<file path="src/rtl/cam_cfg_pkg.sv">
// ============================================================================
// Module      : cam_cfg_pkg
// Description : Shared types and constants for the TCAM table loader.
// Revision    : 1.0 - initial release
// ============================================================================
`default_nettype none

package cam_cfg_pkg;

    typedef enum logic [2:0] {
        ST_IDLE    = 3'd0,
        ST_DRAIN   = 3'd1,
        ST_WRITE   = 3'd2,
        ST_FLUSH   = 3'd3,
        ST_RECOVER = 3'd4
    } state_t;

    localparam logic OP_WRITE = 1'b0;
    localparam logic OP_FLUSH = 1'b1;

    localparam int DEFAULT_DRAIN_CYCLES = 2;

endpackage

`default_nettype wire

</file>
<file path="src/rtl/cam_table_loader.sv">
// ============================================================================
// Module      : cam_table_loader
// Description : Arbitrates program/flush commands against lookups and drives
//               the TCAM wrapper pins; keeps a shadow valid bitmap.
// Revision    : 1.0 - initial release
// ============================================================================
`default_nettype none

module cam_table_loader
    import cam_cfg_pkg::*;
#(
    parameter int ID_Width     = 4,
    parameter int AddressSize  = 4,
    parameter int Bits         = 8,
    parameter int Words        = 16,
    parameter int BankSize     = 1,
    parameter int DRAIN_CYCLES = DEFAULT_DRAIN_CYCLES
) (
    input  logic                   clk,
    input  logic                   rst,
    input  logic                   cfg_valid,
    output logic                   cfg_ready,
    input  logic                   cfg_op,
    input  logic [AddressSize-1:0] cfg_addr,
    input  logic [ID_Width-1:0]    cfg_key,
    input  logic [ID_Width-1:0]    cfg_key_mask,
    input  logic [ID_Width-1:0]    cfg_dst,
    input  logic                   cfg_vbit,
    input  logic                   lkp_req,
    output logic                   lkp_grant,
    output logic                   CS,
    output logic                   FLUSH,
    output logic                   VBE,
    output logic                   DCS,
    output logic                   WR,
    output logic                   VBI,
    output logic [Bits-1:0]        Data_In,
    output logic [Bits-1:0]        Mask_In,
    output logic [BankSize-1:0]    CBE,
    output logic [AddressSize-1:0] Addr_In,
    output logic [Words-1:0]       valid_map,
    output logic                   busy,
    output logic                   err
);

    localparam int c_CNT_W = (DRAIN_CYCLES > 1) ? $clog2(DRAIN_CYCLES) : 1;
    localparam logic [c_CNT_W-1:0] c_DRAIN_LOAD = c_CNT_W'(DRAIN_CYCLES - 1);

    state_t                 r_state;
    logic [c_CNT_W-1:0]     r_cnt;
    logic                   r_op;
    logic [AddressSize-1:0] r_addr;
    logic [ID_Width-1:0]    r_key;
    logic [ID_Width-1:0]    r_mask;
    logic [ID_Width-1:0]    r_dst;
    logic                   r_vbit;
    logic [Words-1:0]       r_valid_map;
    logic                   r_err;

    logic w_idle;
    logic w_write;
    logic w_flush;
    logic w_reject;

    assign w_reject = (cfg_op == OP_WRITE) && (32'(cfg_addr) >= Words);

    always_ff @(posedge clk or posedge rst) begin
        if (rst) begin
            r_state     <= ST_IDLE;
            r_cnt       <= '0;
            r_op        <= 1'b0;
            r_addr      <= '0;
            r_key       <= '0;
            r_mask      <= '0;
            r_dst       <= '0;
            r_vbit      <= 1'b0;
            r_valid_map <= '0;
            r_err       <= 1'b0;
        end else begin
            r_err <= 1'b0;
            case (r_state)
                ST_IDLE: begin
                    if (cfg_valid) begin
                        r_op   <= cfg_op;
                        r_addr <= cfg_addr;
                        r_key  <= cfg_key;
                        r_mask <= cfg_key_mask;
                        r_dst  <= cfg_dst;
                        r_vbit <= cfg_vbit;
                        if (w_reject) begin
                            r_err <= 1'b1;
                        end else begin
                            r_state <= ST_DRAIN;
                            r_cnt   <= c_DRAIN_LOAD;
                        end
                    end
                end
                ST_DRAIN: begin
                    if (r_cnt == '0) begin
                        r_state <= (r_op == OP_FLUSH) ? ST_FLUSH : ST_WRITE;
                    end else begin
                        r_cnt <= r_cnt - 1'b1;
                    end
                end
                ST_WRITE: begin
                    for (int i = 0; i < Words; i++) begin
                        if (r_addr == AddressSize'(i)) begin
                            r_valid_map[i] <= r_vbit;
                        end
                    end
                    r_state <= ST_RECOVER;
                end
                ST_FLUSH: begin
                    r_valid_map <= '0;
                    r_state     <= ST_RECOVER;
                end
                ST_RECOVER: r_state <= ST_IDLE;
                default:    r_state <= ST_IDLE;
            endcase
        end
    end

    // Every pin is masked by rst so the wrapper sees idle pins the instant reset rises.
    assign w_idle  = !rst && (r_state == ST_IDLE);
    assign w_write = !rst && (r_state == ST_WRITE);
    assign w_flush = !rst && (r_state == ST_FLUSH);

    assign cfg_ready = w_idle;
    assign lkp_grant = w_idle && !cfg_valid;
    assign CS        = (lkp_req && lkp_grant) || w_write || w_flush;
    assign WR        = w_write;
    assign VBE       = w_write;
    assign DCS       = w_write;
    assign VBI       = w_write && r_vbit;
    assign FLUSH     = w_flush;
    assign Data_In   = w_write ? {r_key, r_dst} : '0;
    assign Mask_In   = w_write ? {r_mask, {ID_Width{1'b1}}} : '0;
    assign Addr_In   = w_write ? r_addr : '0;
    assign CBE       = '1;
    assign valid_map = r_valid_map;
    assign busy      = r_state != ST_IDLE;
    assign err       = r_err;

endmodule

`default_nettype wire
</file>
<file path="config.mk">
export PLATFORM = sky130hd
export DESIGN_NAME = cam_table_loader
export DESIGN_NICKNAME = d
export VERILOG_FILES = /design/src/rtl/cam_cfg_pkg.sv /design/src/rtl/cam_table_loader.sv
export SDC_FILE = /design/constraint.sdc
export NUM_CORES = 1
export LEC_CHECK = 0
export ABC_AREA = 0
export CORE_ASPECT_RATIO = 0.5
export CORE_MARGIN = 2
export CORE_UTILIZATION = 40
export DETAILED_ROUTE_END_ITERATION = 8
export PLACE_DENSITY = 0.76
export SYNTH_ARGS = -nofsm -noshare
export SYNTH_HDL_FRONTEND = slang
export SYNTH_SLANG_ARGS = --single-unit
</file>
<file path="constraint.sdc">
create_clock -name clk -period 1.5 [get_ports clk]
set_input_delay 0.15 -clock clk [delete_from_list [all_inputs] [get_ports clk]]
set_output_delay 0.15 -clock clk [all_outputs]
set_load 0.02 [all_outputs]
</file>
After elaboration in Yosys (flattened, before gate mapping)
Cells that the tools add are included.

word-level totals
  register bits = 38
  output and inout bits = 47

operators by class
  reductions and logical operators = 35
  equal/unequal tests = 36
  muxes and demuxes = 27
  add/subtract/negate cells = 1

operator list
  operator                                              number
  AND reduction 2 bit                                   19
  inequality test 2 bit (second input constant)         18
  equality test 4 bit (second input constant)           8
  case mux 16 bit (2 select lines)                      1
  two-way mux 1 bit                                     19
  equality test 4 x 3 -> 1 bit (second input constant)  4
  two-way mux 8 bit                                     2
  case mux 3 bit (3 select lines)                       1
  equality test 4 x 2 -> 1 bit (second input constant)  2
  equality test 3 x 2 -> 1 bit (second input constant)  2
  logical AND 1 bit                                     6
  two-way mux 3 bit                                     2
  equality test 4 x 1 -> 1 bit (second input constant)  1
  logical NOT 4 bit                                     1
  two-way mux 4 bit                                     1
  nonzero test 2 bit                                    2
  equality test 3 x 1 -> 1 bit (second input constant)  1
  logical NOT 3 bit                                     1
  nonzero test 3 bit                                    1
  logical NOT 1 bit                                     2
  logical OR 1 bit                                      2
  case mux 1 bit (2 select lines)                       1
  OR reduction 2 bit                                    1
  subtractor 1 bit (second input constant)              1

Depth between registers and ports, before layout
Gate-level depths: netlist (run 1).

  depth in word-level cells = 6
  gate-level depth with buffers = 6
  mapped depth without buffers = 3

Worst setup path before layout (run 1)
OpenSTA, ideal clock, no wires.

  path type = register -> output
  from = reg r_state[2]
  to = out Addr_In[0]
  stages on the path, launching flop included = 5
  arrival = 1.434 ns
  required time = 1.350 ns
  setup slack = -0.084 ns
  path buffers = 1
  cell sequence = dfrtp_1 > nand2b_4 > nor3_2 > buf_2 > and2_1

on the way
  word-level cells in the longest chain between the ends = 3

RTL lines
  what                          line                     source
  start: declaration            cam_table_loader.sv:49   state_t r_state;
  start signal: assignment      cam_table_loader.sv:100  r_state <= (r_op == OP_FLUSH) ? ST_FLUSH : ST_WRITE;
  equality test 3 x 2 -> 1 bit  cam_table_loader.sv:125  assign w_write = !rst && (r_state == ST_WRITE);
  logical AND 1 bit             cam_table_loader.sv:125
  net DCS                       cam_table_loader.sv:34   output logic DCS,
  two-way mux 4 bit             cam_table_loader.sv:138  assign Addr_In = w_write ? r_addr : '0;
  end: declaration              cam_table_loader.sv:40   output logic [AddressSize-1:0] Addr_In,

The timed path passes the listed nets, and every way through them passes these cells.

Final worst setup path (run 1)
  from = reg r_state[2]
  to = reg r_addr[0]

on the way
  word-level cells in the longest chain between the ends = 2

RTL lines
  what                           line                    source
  logical NOT 3 bit              cam_table_loader.sv:81  case (r_state)
  AND reduction 2 bit (no line)  -
  end signal: assignment         cam_table_loader.sv:85  r_addr <= cfg_addr;
  end: declaration               cam_table_loader.sv:52  logic [AddressSize-1:0] r_addr;

No other way between the ends.
A chain may end at the register's enable or synchronous reset.

==> results of run 1 <==
## metal layers
layer  vias to the layer above  track usage  wire length, µm
met5                         -            0                0
met4                         0      0.04505               23
met3                         2      0.04267              178
met2                        32       0.3300             2544
met1                       789       0.2285             2265
li1                        733            -                -
## worst min-delay path, stage by stage
cell and delay [ns]:
clkdlybuf4s50_1 0.47, buf_4 0.19, inv_1 0.09, buf_12 0.22
## stage by stage
stage | area [µm²] | hold WS, ns
floorplan | 1903 | 0.2981
global placement | 2646 | 0.4412
global route | 2994 | 0.4590
CTS | 2912 | 0.4681
finish | 2994 | 0.4720
detailed placement | 2646 | 0.4651
## registers in the layout, summed over array words and instances (netlist names)
| name | cells |
|---|---|
| valid_map | 16 |
| r_addr | 4 |
| r_dst | 4 |
| r_key | 4 |
| r_mask | 4 |
| r_state | 3 |
| r_cnt | 1 |
| r_op | 1 |
| r_vbit | 1 |
## cell families (layout without fill, tap and decap cells)
group           after synthesis  count (layout)  share of synthesized area
other cells                   2               2                   0.003967
simple gates                 47              47                     0.1619
flops                        38              38                     0.5023
buf+inv                      19             103                    0.07402
mux                          18              18                     0.1269
compound gates               37              37                     0.1309
## how the worst min path moves through the flow
stage,endpoint,slack (ns),cells past startpoint
final,valid_map[8],0.47,4
after global routing,r_key[1],0.46,2
after CTS,r_addr[1],0.47,2
after detailed placement,r_state[1],0.47,1
after global placement,r_state[1],0.44,1
after floorplan,r_addr[1],0.30,1
## cell usage after synthesis (all sizes together)
cell,instances,share of area
nand3,1,0.0026
nand2,5,0.0099
and4b,1,0.0059
o21ai,14,0.037
nor2b,1,0.0033
nor2,6,0.012
nand3b,2,0.0079
conb,2,0.0040
a21oi,4,0.011
clkbuf,1,0.0020
dfrtp,38,0.50
nand4b,1,0.0046
buf,15,0.066
nand2b,5,0.020
and4bb,1,0.0066
nor3,3,0.017
mux2,18,0.13
or2,2,0.0066
o31ai,3,0.012
o211ai,4,0.016
and2,18,0.061
inv,3,0.0059
nor4b,1,0.0046
o311ai,12,0.056
## timing repair
action                     in CTS  in global routing
cloned                          3                  0
setup buffers                   5                  3
resized for setup             193                 17
setup endpoints to repair      37                 49
pin swaps                       8                  6
## where the power goes
part | total, µW | internal, µW | switching, µW
Sequential | 1840 | 1470 | 379
Combinational | 2710 | 1480 | 1220
Clock | 718 | 371 | 347
## layout make-up
class                      count  area, µm²  area share
timing repair buffer          92       1003      0.3351
sequential                    38      953.4      0.3184
multi-input combinational    104      863.3      0.2883
clock buffer                   7      86.33     0.02883
tap                           57      71.32     0.02382
inverter                       3      11.26    0.003761
clock inverter                 1      5.005    0.001672
==> qor.yml, run 1 <==
status:
  outcome: "complete, but fails checks"
  violations: "setup timing"
placed_design:
  place.gp.congestion: 0.8443
  place_ws_ns: -0.4520
  dp_cells: 283
  place_hpwl_um: 3157
  io_buffers: 66
routing:
  first_pass_iters: 4
  remaining_drc_errors: 0
  vias_per_cell: 5.152
  wire_per_inst_um: 16.59
  wirelength_um: 5011
  num_vias: 1556
  ant_nets: 0
  drt_iter0_markers: 46
worst_setup_path:
  worstPathRequired_ns: 1.67
  slowest_stage: "dfrtp_1"
  worst_r2r_path_depth: 6
  path_depth: 6
  r2r-end: "r_addr[0]"
  critPathCaptureType: "register"
  cp-start-kind: "register"
  crit_chain: "buf_4 > nor3_4 > buf_4 > and2_4 > bufbuf_16 > mux2_2"
  r2r_slack_ns: -0.18
  cp_max_fo: 8
  crit_top_cell: "buf_4"
  reg2reg_from: "r_state[2]"
  critPathTopFamily: "buffers and inverters"
  critPathBufInv: 3
  startpoint: "r_state[2]"
  arrival_ns: 1.85
  slowest_delay_ns: 0.40
  worstSetupPathType: "register to register"
  crit_end: "r_addr[0]"
grt:
  grt_antenna_before_repair: 0
  grt_use_total: 0.1843
  grt_pass1_wl_um: 7472
  grt_pass1_vias: 1516
  overflow: 0
  grt_max_degree: 39
run:
  maxCapViolCount: 0
clock_network:
  clock-root-buffer: "clkbuf_8"
  cts_tree: "yes"
  cts.sinks: 38
  htreeDepth: 2
  path_clk_slew_ns: 0.08
  clock_latency_ns: 0.28
  ctsHoldBuffers: 0
  cts_buffer_depth: 2
  numCtsBuffers: 5
floorplanning:
  die_x_um: 101.3
  rows: 17
  core-area_mm2: 0.004467
  dieArea_mm2: 0.005332
  io_pins: 69
  initial_core_util: 0.4238
  die_h_um: 52.65
logic_synthesis:
  yosys_warnings: 0
  avgSynthCellArea_um2: 11.76
  netlist_area_mm2: 0.001893
  ys_seq_area_frac: 0.5023
  syn_nets: 183
  synthCells: 161
  synth-seq-cells: 38
  synth_cell_types: 32
sta:
  fin_setup_tns_ns: -5.759
  fin_crit_sh: 1.118
  slew_violations: 0
  finalHoldViolations: 0
  finClkSkew_ns: 0.008054
  setup-violations-final: 46
  fin_crit_ns: 1.677
  fin_ws_ns: -0.1775
  rsz0062_at_grt: "yes"
  max_freq_mhz: 596.1
final_layout:
  fin_cells: 302
  mostFrequentLayoutCell: "clkdlybuf4s50_1"
  nFillCells: 322
  fin_util: 0.6703
  antenna_cells: 0
  final_cell_mix: "37 x clkdlybuf4s50_1, 36 x dfrtp_1, 28 x buf_6"
  drive_gt1_frac: 0.4490
  syn_to_final_growth_pct: 58.16
  fin_nets: 266
power:
  peakVddDrop_uv: 768.9
  powerDensity_mw_per_mm2: 1760
  power.leakage_uw: 0.001320
  total_power_uw: 5271
hold_path:
  hold_class: "input pin to async pin"
No activity file was read; power rests on OpenSTA's default activity.
==> run 2, diff against run 1 <==
- CORE_MARGIN: 2 -> unset
- SKIP_CTS_REPAIR_TIMING: unset -> 1
==> run 2 against run 1 <==
  * The run still ends with setup timing left
  * Register-to-register slack better by 0.06 ns
  * Flip-flop and latch count stayed put
  * Utilization is 4.9 points lower
  * Sequential share of layout area is 2.5 points higher
  * Cell area is 7.3% lower
  * Sequential power hardly changed
  * Clock power is 10% lower
  * Die area is 5.7% lower
  * Non-clock buffer count is 11 lower
  * Cell count is 4.0% lower
  * Maximum frequency is 3.8% higher
  * Critical path type unchanged
  * Largest cell class is now flip-flops and latches
==> qor.yml, run 2 (synthesis gave the netlist of run 1 again) <==
run:
  maxCapViolCount: 0  # unchanged
clock_network:
  clock_latency_ns: 0.28  # about the same
  numCtsBuffers: 5  # unchanged
  cts.sinks: 38  # unchanged
  cts_buffer_depth: 2  # unchanged
  path_clk_slew_ns: 0.07  # about the same
  clock-root-buffer: "clkbuf_8"
  cts_tree: "yes"
  htreeDepth: 2  # unchanged
routing:
  remaining_drc_errors: 0  # unchanged
  num_vias: 1489  # -4.3%
  drt_iter0_markers: 34  # -26%
  first_pass_iters: 4  # unchanged
  wire_per_inst_um: 15.03  # -9.4%
  ant_nets: 0  # unchanged
  wirelength_um: 4359  # -13%
  vias_per_cell: 5.134  # -0.35%
final_layout:
  nFillCells: 349  # +8.4%
  fin_util: 0.6213  # -0.04902
  fin_nets: 255  # -4.1%
  antenna_cells: 0  # unchanged
  syn_to_final_growth_pct: 46.60
  mostFrequentLayoutCell: "clkdlybuf4s50_1"
  finish.instance_area_mm2: 0.002775  # -7.3%
  largest_register_ffs: 16  # unchanged
  final_cell_mix: "37 x clkdlybuf4s50_1, 36 x dfrtp_1, 18 x buf_6"
  drive_gt1_frac: 0.3176  # -0.1314
power:
  powerDensity_mw_per_mm2: 1762  # +0.10%
  peakVddDrop_uv: 651.2  # -15%
  power.leakage_uw: 0.001300  # -1.5%
worst_setup_path:
  critPathTopFamily: "flip-flops"
  cp_max_fo: 7  # -1
  cp-start-kind: "register"
  worstSetupPathType: "register to register"
  crit_chain: "nor3_4 > buf_4 > and2_4 > buf_12 > mux2_2"
  critPathCaptureType: "register"
  slowest_stage: "dfrtp_2"
  critPathBufInv: 2  # -1
  slowest_delay_ns: 0.45  # +0.05 ns
  arrival_ns: 1.78  # -0.07 ns
  worstPathRequired_ns: 1.67  # about the same
sta:
  fin_ws_ns: -0.1158  # +0.06170 ns
  fin_crit_sh: 1.077  # -0.04114
  setup-violations-final: 41  # -11%
  slew_violations: 0  # unchanged
  fin_crit_ns: 1.616  # -0.06170 ns
  max_freq_mhz: 618.9  # +3.8%
  rsz0062_at_grt: "yes"
  finalHoldViolations: 0  # unchanged
  fin_setup_tns_ns: -3.429  # +2.331 ns
  finClkSkew_ns: 0.005535  # -0.002518 ns
placed_design:
  place_ws_ns: -0.4245  # +0.02745 ns
  io_buffers: 66  # unchanged
  place.gp.congestion: 0.7934  # -6.0%
  placed_cell_area_mm2: 0.002659  # +0.47%
  place_hpwl_um: 3206  # +1.6%
grt:
  grt_antenna_before_repair: 0  # unchanged
  grt_pass1_vias: 1444  # -4.7%
  grt_use_total: 0.1823  # -0.001961
  grt_pass1_wl_um: 7017  # -6.1%
  overflow: 0  # unchanged
  grt_max_degree: 39  # unchanged
floorplanning:
  core-area_mm2: 0.004467  # unchanged
  dieArea_mm2: 0.005029  # -5.7%
  die_h_um: 50.65  # -3.8%
  initial_core_util: 0.4238  # unchanged
  die_x_um: 99.29  # -2.0%
  io_pins: 69  # unchanged
  rows: 17  # unchanged
status:
  outcome: "complete, but fails checks"
  violations: "setup timing"
hold_path:
  hold_class: "input pin to async pin"
[run 2: changes by cell type in the layout (fill, tap and decap cells not counted), moves of 2 or more]
| cell | change |
|---|---|
| and2_1 | +16 |
| and2_4 | -16 |
| buf_6 | -10 |
| dlymetal6s2s_1 | +6 |
| buf_8 | -4 |
| buf_4 | -2 |
[run 2: routing by layer]
layer | up-vias | track usage | part of all wire
met4 | 0 | 0.02941 | 0.0028
li1 | 716 | - | -
met3 | 3 | 0.05014 | 0.033
met2 | 32 | 0.3252 | 0.51
met1 | 738 | 0.2268 | 0.45
met5 | - | 0 | 0
[run 2: power by group]
part | leakage (µW) | internal [µW] | total (µW) | switching (µW)
Combinational | 0.000781 | 1300 | 2430 | 1140
Sequential | 0.000481 | 1470 | 1810 | 348
Clock | 0.0000383 | 320 | 645 | 325
Total | 0.00130 | 3080 | 4890 | 1810
[run 2: worst min-delay path: stages]
cell             delay (ns)
clkdlybuf4s50_1        0.46
buf_4                  0.18
inv_1                  0.09
buf_12                 0.23
[run 2: final timing paths]
path	startpoint	endpoint	slack [ns]	cells after the start
setup / recovery	r_state[0]	r_key[2]	-0.12	5
hold / removal	rst	valid_map[8]	0.46	4
setup reg to reg	r_state[0]	r_key[2]	-0.12	5
hold reg to reg	r_cnt	r_state[1]	0.50	1
max in group asynchronous	rst	r_state[0]	0.84	4
min in group clk	cfg_dst[2]	r_dst[2]	0.48	2
[run 2: cell type report]
class	instances	area, µm²	share of cell area
inverters	3	11.26	0.004058
flip-flops and latches	38	953.4	0.3436
multi-input cells	104	819.5	0.2953
clock buffers	7	76.32	0.02750
repair buffers	81	843.3	0.3039
well taps	57	71.32	0.02570
[run 2: stage by stage]
stage | hold WS [ns] | power, µW | instances
after CTS | 0.4171 | 4844 | 290
after detailed placement | 0.4873 | 4185 | 283
after floorplan | 0.2981 | 3243 | 161
final | 0.4592 | 4890 | 290
after global placement | 0.4507 | 4075 | 283
after global routing | 0.4734 | 5192 | 290
==> run 3, diff against run 2 <==
- ABC_CLOCK_PERIOD_IN_PS: unset -> 1500
==> results of run 3 <==
Same layout as run 2: the final DEF is identical, and so are final timing and power.
